--- src/rtl/pdm_multi.sv ---
// pdm_multi: NCH-channel first-order PDM sharing one prescaler.
// A double-buffered code set lets all channels retune on the same tick.
module pdm_multi #(
  parameter int NBITS     = 10,
  parameter int NCH       = 4,
  parameter int DIV_WIDTH = 8
) (
  input  logic                 clk,
  input  logic                 rst,
  input  logic [NCH*NBITS-1:0] din,
  input  logic                 din_valid,
  output logic                 din_ready,
  input  logic [DIV_WIDTH-1:0] div,
  input  logic [NCH-1:0]       en,
  output logic [NCH-1:0]       dout,
  output logic [NCH*NBITS-1:0] error,
  output logic                 strobe
);

  logic [DIV_WIDTH-1:0] r_cnt;
  logic [NCH*NBITS-1:0] r_shadow;
  logic [NCH*NBITS-1:0] r_active;
  logic                 r_pending;
  logic                 r_strobe;

  logic                 w_tick;
  logic                 w_xfer;
  logic [NCH*NBITS-1:0] w_oper;

  // >= rather than == so lowering div below cnt ticks at once
  assign w_tick    = (r_cnt >= div);
  assign w_xfer    = din_valid & ~r_pending;
  assign w_oper    = r_pending ? r_shadow : r_active;
  assign din_ready = ~r_pending;
  assign strobe    = r_strobe;

  always_ff @(posedge clk or posedge rst) begin
    if (rst) begin
      r_cnt    <= '0;
      r_strobe <= 1'b0;
    end else begin
      r_cnt    <= w_tick ? '0 : r_cnt + DIV_WIDTH'(1);
      r_strobe <= w_tick;
    end
  end

  // xfer needs !pending, so the two branches never collide
  always_ff @(posedge clk or posedge rst) begin
    if (rst) begin
      r_shadow  <= '0;
      r_active  <= '0;
      r_pending <= 1'b0;
    end else if (w_xfer) begin
      r_shadow  <= din;
      r_pending <= 1'b1;
    end else if (w_tick && r_pending) begin
      r_active  <= r_shadow;
      r_pending <= 1'b0;
    end
  end

  for (genvar g = 0; g < NCH; g++) begin : g_ch
    logic             r_d;
    logic [NBITS-1:0] r_e;
    logic [NBITS:0]   w_sum;

    assign w_sum = {1'b0, r_e} + {1'b0, w_oper[g*NBITS +: NBITS]};
    assign dout[g] = r_d;
    assign error[g*NBITS +: NBITS] = r_e;

    always_ff @(posedge clk or posedge rst) begin
      if (rst) begin
        r_d <= 1'b0;
        r_e <= '0;
      end else if (!en[g]) begin
        r_d <= 1'b0;
        r_e <= '0;
      end else if (w_tick) begin
        {r_d, r_e} <= w_sum;
      end
    end
  end

endmodule

--- config.mk ---
export PLATFORM = sky130hd
export DESIGN_NAME = pdm_multi
export DESIGN_NICKNAME = d
export VERILOG_FILES = /design/src/rtl/pdm_multi.sv
export SDC_FILE = /design/constraint.sdc
export NUM_CORES = 1
export LEC_CHECK = 0
export BUFFER_PORTS_ARGS = -buffer_cell sky130_fd_sc_hd__buf_2
export CAP_MARGIN = 20
export CORE_MARGIN = 8
export CORE_UTILIZATION = 51
export CTS_BUF_LIST = sky130_fd_sc_hd__clkbuf_2
export DETAILED_ROUTE_END_ITERATION = 6
export PLACE_DENSITY = 0.82
export REMOVE_ABC_BUFFERS = 1
export SLEW_MARGIN = 10
export SYNTH_ARGS = -nofsm -noshare
export SYNTH_HDL_FRONTEND = slang
export SYNTH_SLANG_ARGS = --single-unit
--- constraint.sdc ---
create_clock -name clk -period 4.7 [get_ports clk]
set_input_delay 1.175 -clock clk [delete_from_list [all_inputs] [get_ports clk]]
set_output_delay 1.175 -clock clk [all_outputs]
set_load 0.02 [all_outputs]
# Word level (Yosys, flattened, before mapping)
# Index checks and enable logic that the tools add are counted.
# op_classes
order_cmp	1
eq_ne	4
mux	20
add_sub_neg	5
n_bitwise	3
n_reduce_logical	3
# op_table
op	n
$mux W10	8
$add A10 B10 Y11	4
$mux W40	1
$mux W1	10
$add A8 B1 Y8 const B	1
$ge A8 B8 Y1	1
$mux W8	1
$ne A2 B1 Y1 const B	4
$not A1 Y1	2
$reduce_and A2 Y1	1
$reduce_bool A2 Y1	1
$and A1 B1 Y1	1
$logic_and A1 B1 Y1	1
# word_totals
output_inout_bits	46
register_bits	134
wordCells	49
input_bits	55

# Logic depth before layout (Yosys ltp)
# depth
depth_word	4
depth_mapped	12
depth_no_buf	10

# Worst setup path before layout
# No wires, ideal clock.
# synth_timing
path_kind	register to register
from	reg r_pending
to	reg g_ch[1].r_d
period_less_slack_ps	2889
setup_slack_ps	1811
setup_time_ps	122
arrival_time_ps	2767
n_path_buf	2
path_stages_with_launch	13
t_required_ps	4578
path_cell_list	dfrtp_1 clkbuf_1 buf_1 mux2_2 ha_1 inv_1 fa_1 nor2b_1 o31a_1 o31a_1 o311a_1 nor3_1 nor2_1
# synth_via
elab_chain_cells	4
# synth_lines
element	line_no	text
start: declaration	23	logic r_pending;
start signal: assignment	52	r_pending <= 1'b0;
start signal: assignment	55	r_pending <= 1'b1;
start signal: assignment	58	r_pending <= 1'b0;
$mux W40	33	assign w_oper = r_pending ? r_shadow : r_active;
$add A10 B10 Y11	67	assign w_sum = {1'b0, r_e} + {1'b0, w_oper[g*NBITS +: NBITS]};
$mux W1	78	end else if (w_tick) begin
$mux W1	75	end else if (!en[g]) begin
end signal: assignment	79	{r_d, r_e} <= w_sum;
end: declaration	63	logic r_d;
# No other way between the ends. The select of a mux whose other input is x is not followed.
# A chain may end at the register's enable or synchronous reset.

# Worst setup path after layout
# layout_timing
from	reg r_pending
to	out din_ready
# layout_via
elab_chain_cells	1
# layout_lines
element	line_no	text
$not A1 Y1	34	assign din_ready = ~r_pending;
end: declaration	12	output logic din_ready,
# No other way between the ends.

==> impl_results.md <==
- Crit path required time: 3.52 ns
- Max cap viols: 0
- Ant diodes: 0
- Final core utilization: 57.8%
- Arr. time, crit path: 2.28 ns
- Post-cts sizing count: 0
- Vias in the first global route: 5275
- Avg WL per Cell: 16.0 um
- Pwr Total: 5.28 mW
- H-tree Lvls: 4
- Worst vdd ir: 0.000229 V
- CP peak stage delay: 1.01 ns
- Critical path class: reg2out
- Synth Area in Adders: 9.32%
- Max Clk Rate: 0.290 GHz
- Synth Instances: 656
- Flops & latches, synth: 134
- Critical path, cell by cell: buf_4 -> inv_1 -> buf_2
- Final Hold Viols: 0
- Final worst-path cycle share: 73.5%
- Mapped Area: 7440 sq um
- Initial antenna violation count: 0
- GRT Total Usage: 17.3%
- Post-CTS Repair Setup Buffers: 0
- Initial Util: 51.8%
- TritonCTS buffer count: 17
- GPL Wtd Cong: 0.856
- First-pass GRT wire length: 25700 um
- Clk sinks: 134
- Yosys warns: 0
- Sequential Area: 3350 sq um
- Shortest period the worst path allows: 3.45 ns
- # port buffers: 100
- Placed Cells: 914
- Xor/xnor share of the synthesized area: 3.18%
- EDFF count, synth: 0
- Skew-Pair Late Insertion Delay: 0.72 ns
- Initial DRC count: 245
- Static leakage power: 4.19 nW
- Worst Reg-to-Reg Cells: 10
- Post-Synth Simple-Gate Area: 7.64%
- Async set-reset flop share out of synthesis: 100%
- Hold Crit Class: in2async
- Die height: 137 um
- FILL cells: 1282
- PnR worst setup slack: 1.25 ns
- Setup crit start kind: flip-flop
- Worst Path Max Fanout: 35
- R2R Path End: g_ch[1].r_d
- Post-synthesis cell type count: 47
- P per Cell Area: 635 nW/um^2
- Syn Area/Cell: 11.3 sq um
- DIE AREA: 18700 sq um
- Register area share after synthesis: 45.1%
- Die X: 137 um
- Pre-CTS WS: 1.31 ns
- Routed Antenna Nets: 0
- Worst Tran Pin Value: 0.912 ns
- Total gr overflow: 0
- FF-to-FF Start: r_pending
- Syn-to-layout area delta: 11.7%
- Status: finished, final reports clean
- Final setup violation count: 0
- DP Wirelength: 10500 um
- TNS Setup: 0 ns
- Layout cells sized above 1: 33.6%
- Reg2reg setup slack: 1.52 ns
- Non-filler cells, final: 946
- Compound-cell area share of the yosys netlist: 12.8%
- Worst setup path start: r_pending
- Post-synthesis mux area share: 18.1%
- Most used DFF post-synth: dfrtp_1
- Clock skew: 0.0192 ns
- Final Max Slew Viols: 0
- Core Area: 14400 sq um
- RSZ-0062 raised after global routing: no
- Footprint of the multi-input gates: 3810 sq um
- Largest family of logic cells by synthesized area: multiplexers
- CTS tree: done
- WP buf/inv: 3
- CP max-delay cell: dfrtp_2
- CTS Hold Bufs: 0
- DRC: 0
- IO Pins: 101
- Root Buffer: clkbuf_2
- Rel. slew slack: 39.2%
- Worst-path clk slew: 0.18 ns
- Via/cell ratio: 5.47
- CP Capture Type: output port
- Total number of vias: 5176
- Clk buf depth: 2
- Detailed Routing Iterations Pass 1: 5
- Final net count: 857
- WL final: 15200 um
- Largest net degree at the start of global routing: 75
- FP Rows: 44
- CP delay by family, top: flip-flops
==> synthesized netlist by cell type (4+ instances only) <==
| cell | count | area, sq um |
|---|---|---|
| dfrtp_1 | 134 | 3350 |
| mux2_2 | 114 | 1280 |
| ha_1 | 49 | 613 |
| nand2_1 | 46 | 173 |
| o21ai_0 | 36 | 180 |
| a21oi_1 | 30 | 150 |
| inv_1 | 26 | 97.6 |
| nor2_1 | 23 | 86.3 |
| nand3_1 | 15 | 75.1 |
| a21boi_0 | 14 | 105 |
| xnor2_1 | 14 | 123 |
| xor2_1 | 13 | 114 |
| buf_2 | 11 | 55.1 |
| a21o_1 | 10 | 75.1 |
| clkbuf_1 | 9 | 33.8 |
| nor2b_1 | 9 | 56.3 |
| buf_4 | 8 | 60.1 |
| o211ai_1 | 8 | 60.1 |
| a211o_1 | 7 | 61.3 |
| and2_1 | 7 | 43.8 |
| a211oi_1 | 5 | 37.5 |
| and3_1 | 5 | 31.3 |
| o21a_1 | 5 | 37.5 |
| fa_1 | 4 | 80.1 |
| mux2i_1 | 4 | 40.0 |
| nand2b_1 | 4 | 25.0 |
| o211a_1 | 4 | 40.0 |
| o31ai_1 | 4 | 30.0 |
| or3_1 | 4 | 25.0 |
==> state kept, by name (all words and copies together) (netlist names) <==
name       cells
r_cnt          8
r_pending      1
strobe         1
r_active      40
g_ch.r_d       4
r_shadow      40
g_ch.r_e      40
==> per-layer routing <==
layer / GRT usage [%] / routed length, um
met1: 22.2 / 6930
met5: 0 / 0
met3: 5.43 / 897
met4: 5.13 / 172
met2: 27.6 / 7180
==> final cells by class <==
class	instances	area share, %
clock inverter	13	1.94
multi-input combinational	462	45.8
sequential	134	40.4
timing repair buffer	107	6.66
tap	184	2.77
inverter	27	1.28
clock buffer	19	1.14
==> cell usage in the layout, fill, tap and decap left out, types with 15 or more instances in the layout <==
cell type,n
nand2_1,45
nor2_1,23
mux2_2,114
clkbuf_2,19
dfrtp_1,133
nand3_1,15
inv_1,25
ha_1,49
a21oi_1,30
buf_2,100
o21ai_0,36
==> power breakdown <==
| group | switching (mW) | total, mW | internal [mW] |
|---|---|---|---|
| Clock | 0.406 | 0.749 | 0.343 |
| Sequential | 0.376 | 2.00 | 1.63 |
| Combinational | 1.25 | 2.53 | 1.28 |
==> how the worst max path moves through the flow <==
stage,to,slack (ns),cells after the start
2_1_floorplan,g_ch[0].r_d,-0.06,1
3_3_place_gp,r_active[22],1.37,9
3_5_place_dp,r_active[1],1.31,9
4_1_cts,din_ready,1.15,3
5_1_grt,din_ready,1.02,3
6_report,din_ready,1.25,3
==> metrics by stage <==
| step | area [sq um] | hold slack (ns) |
|---|---|---|
| detailed placement | 8050 | 0.490 |
| floorplan | 7250 | 0.460 |
| finish | 8310 | 0.500 |
| global route | 8310 | 0.476 |
| CTS | 8310 | 0.476 |
| global placement | 8050 | 0.470 |
==> cell families (layout without fill, tap and decap cells) <==
kind of cell | Yosys count | count (layout)
buffers and inverters | 60 | 166
AO/OA/AOI/OAI | 141 | 141
flip-flops | 134 | 134
adder cells (fa/ha/maj) | 53 | 53
XOR/XNOR | 27 | 27
AND/OR/NAND/NOR | 121 | 121
multiplexers | 120 | 120
(Power assumes the default switching activity.)
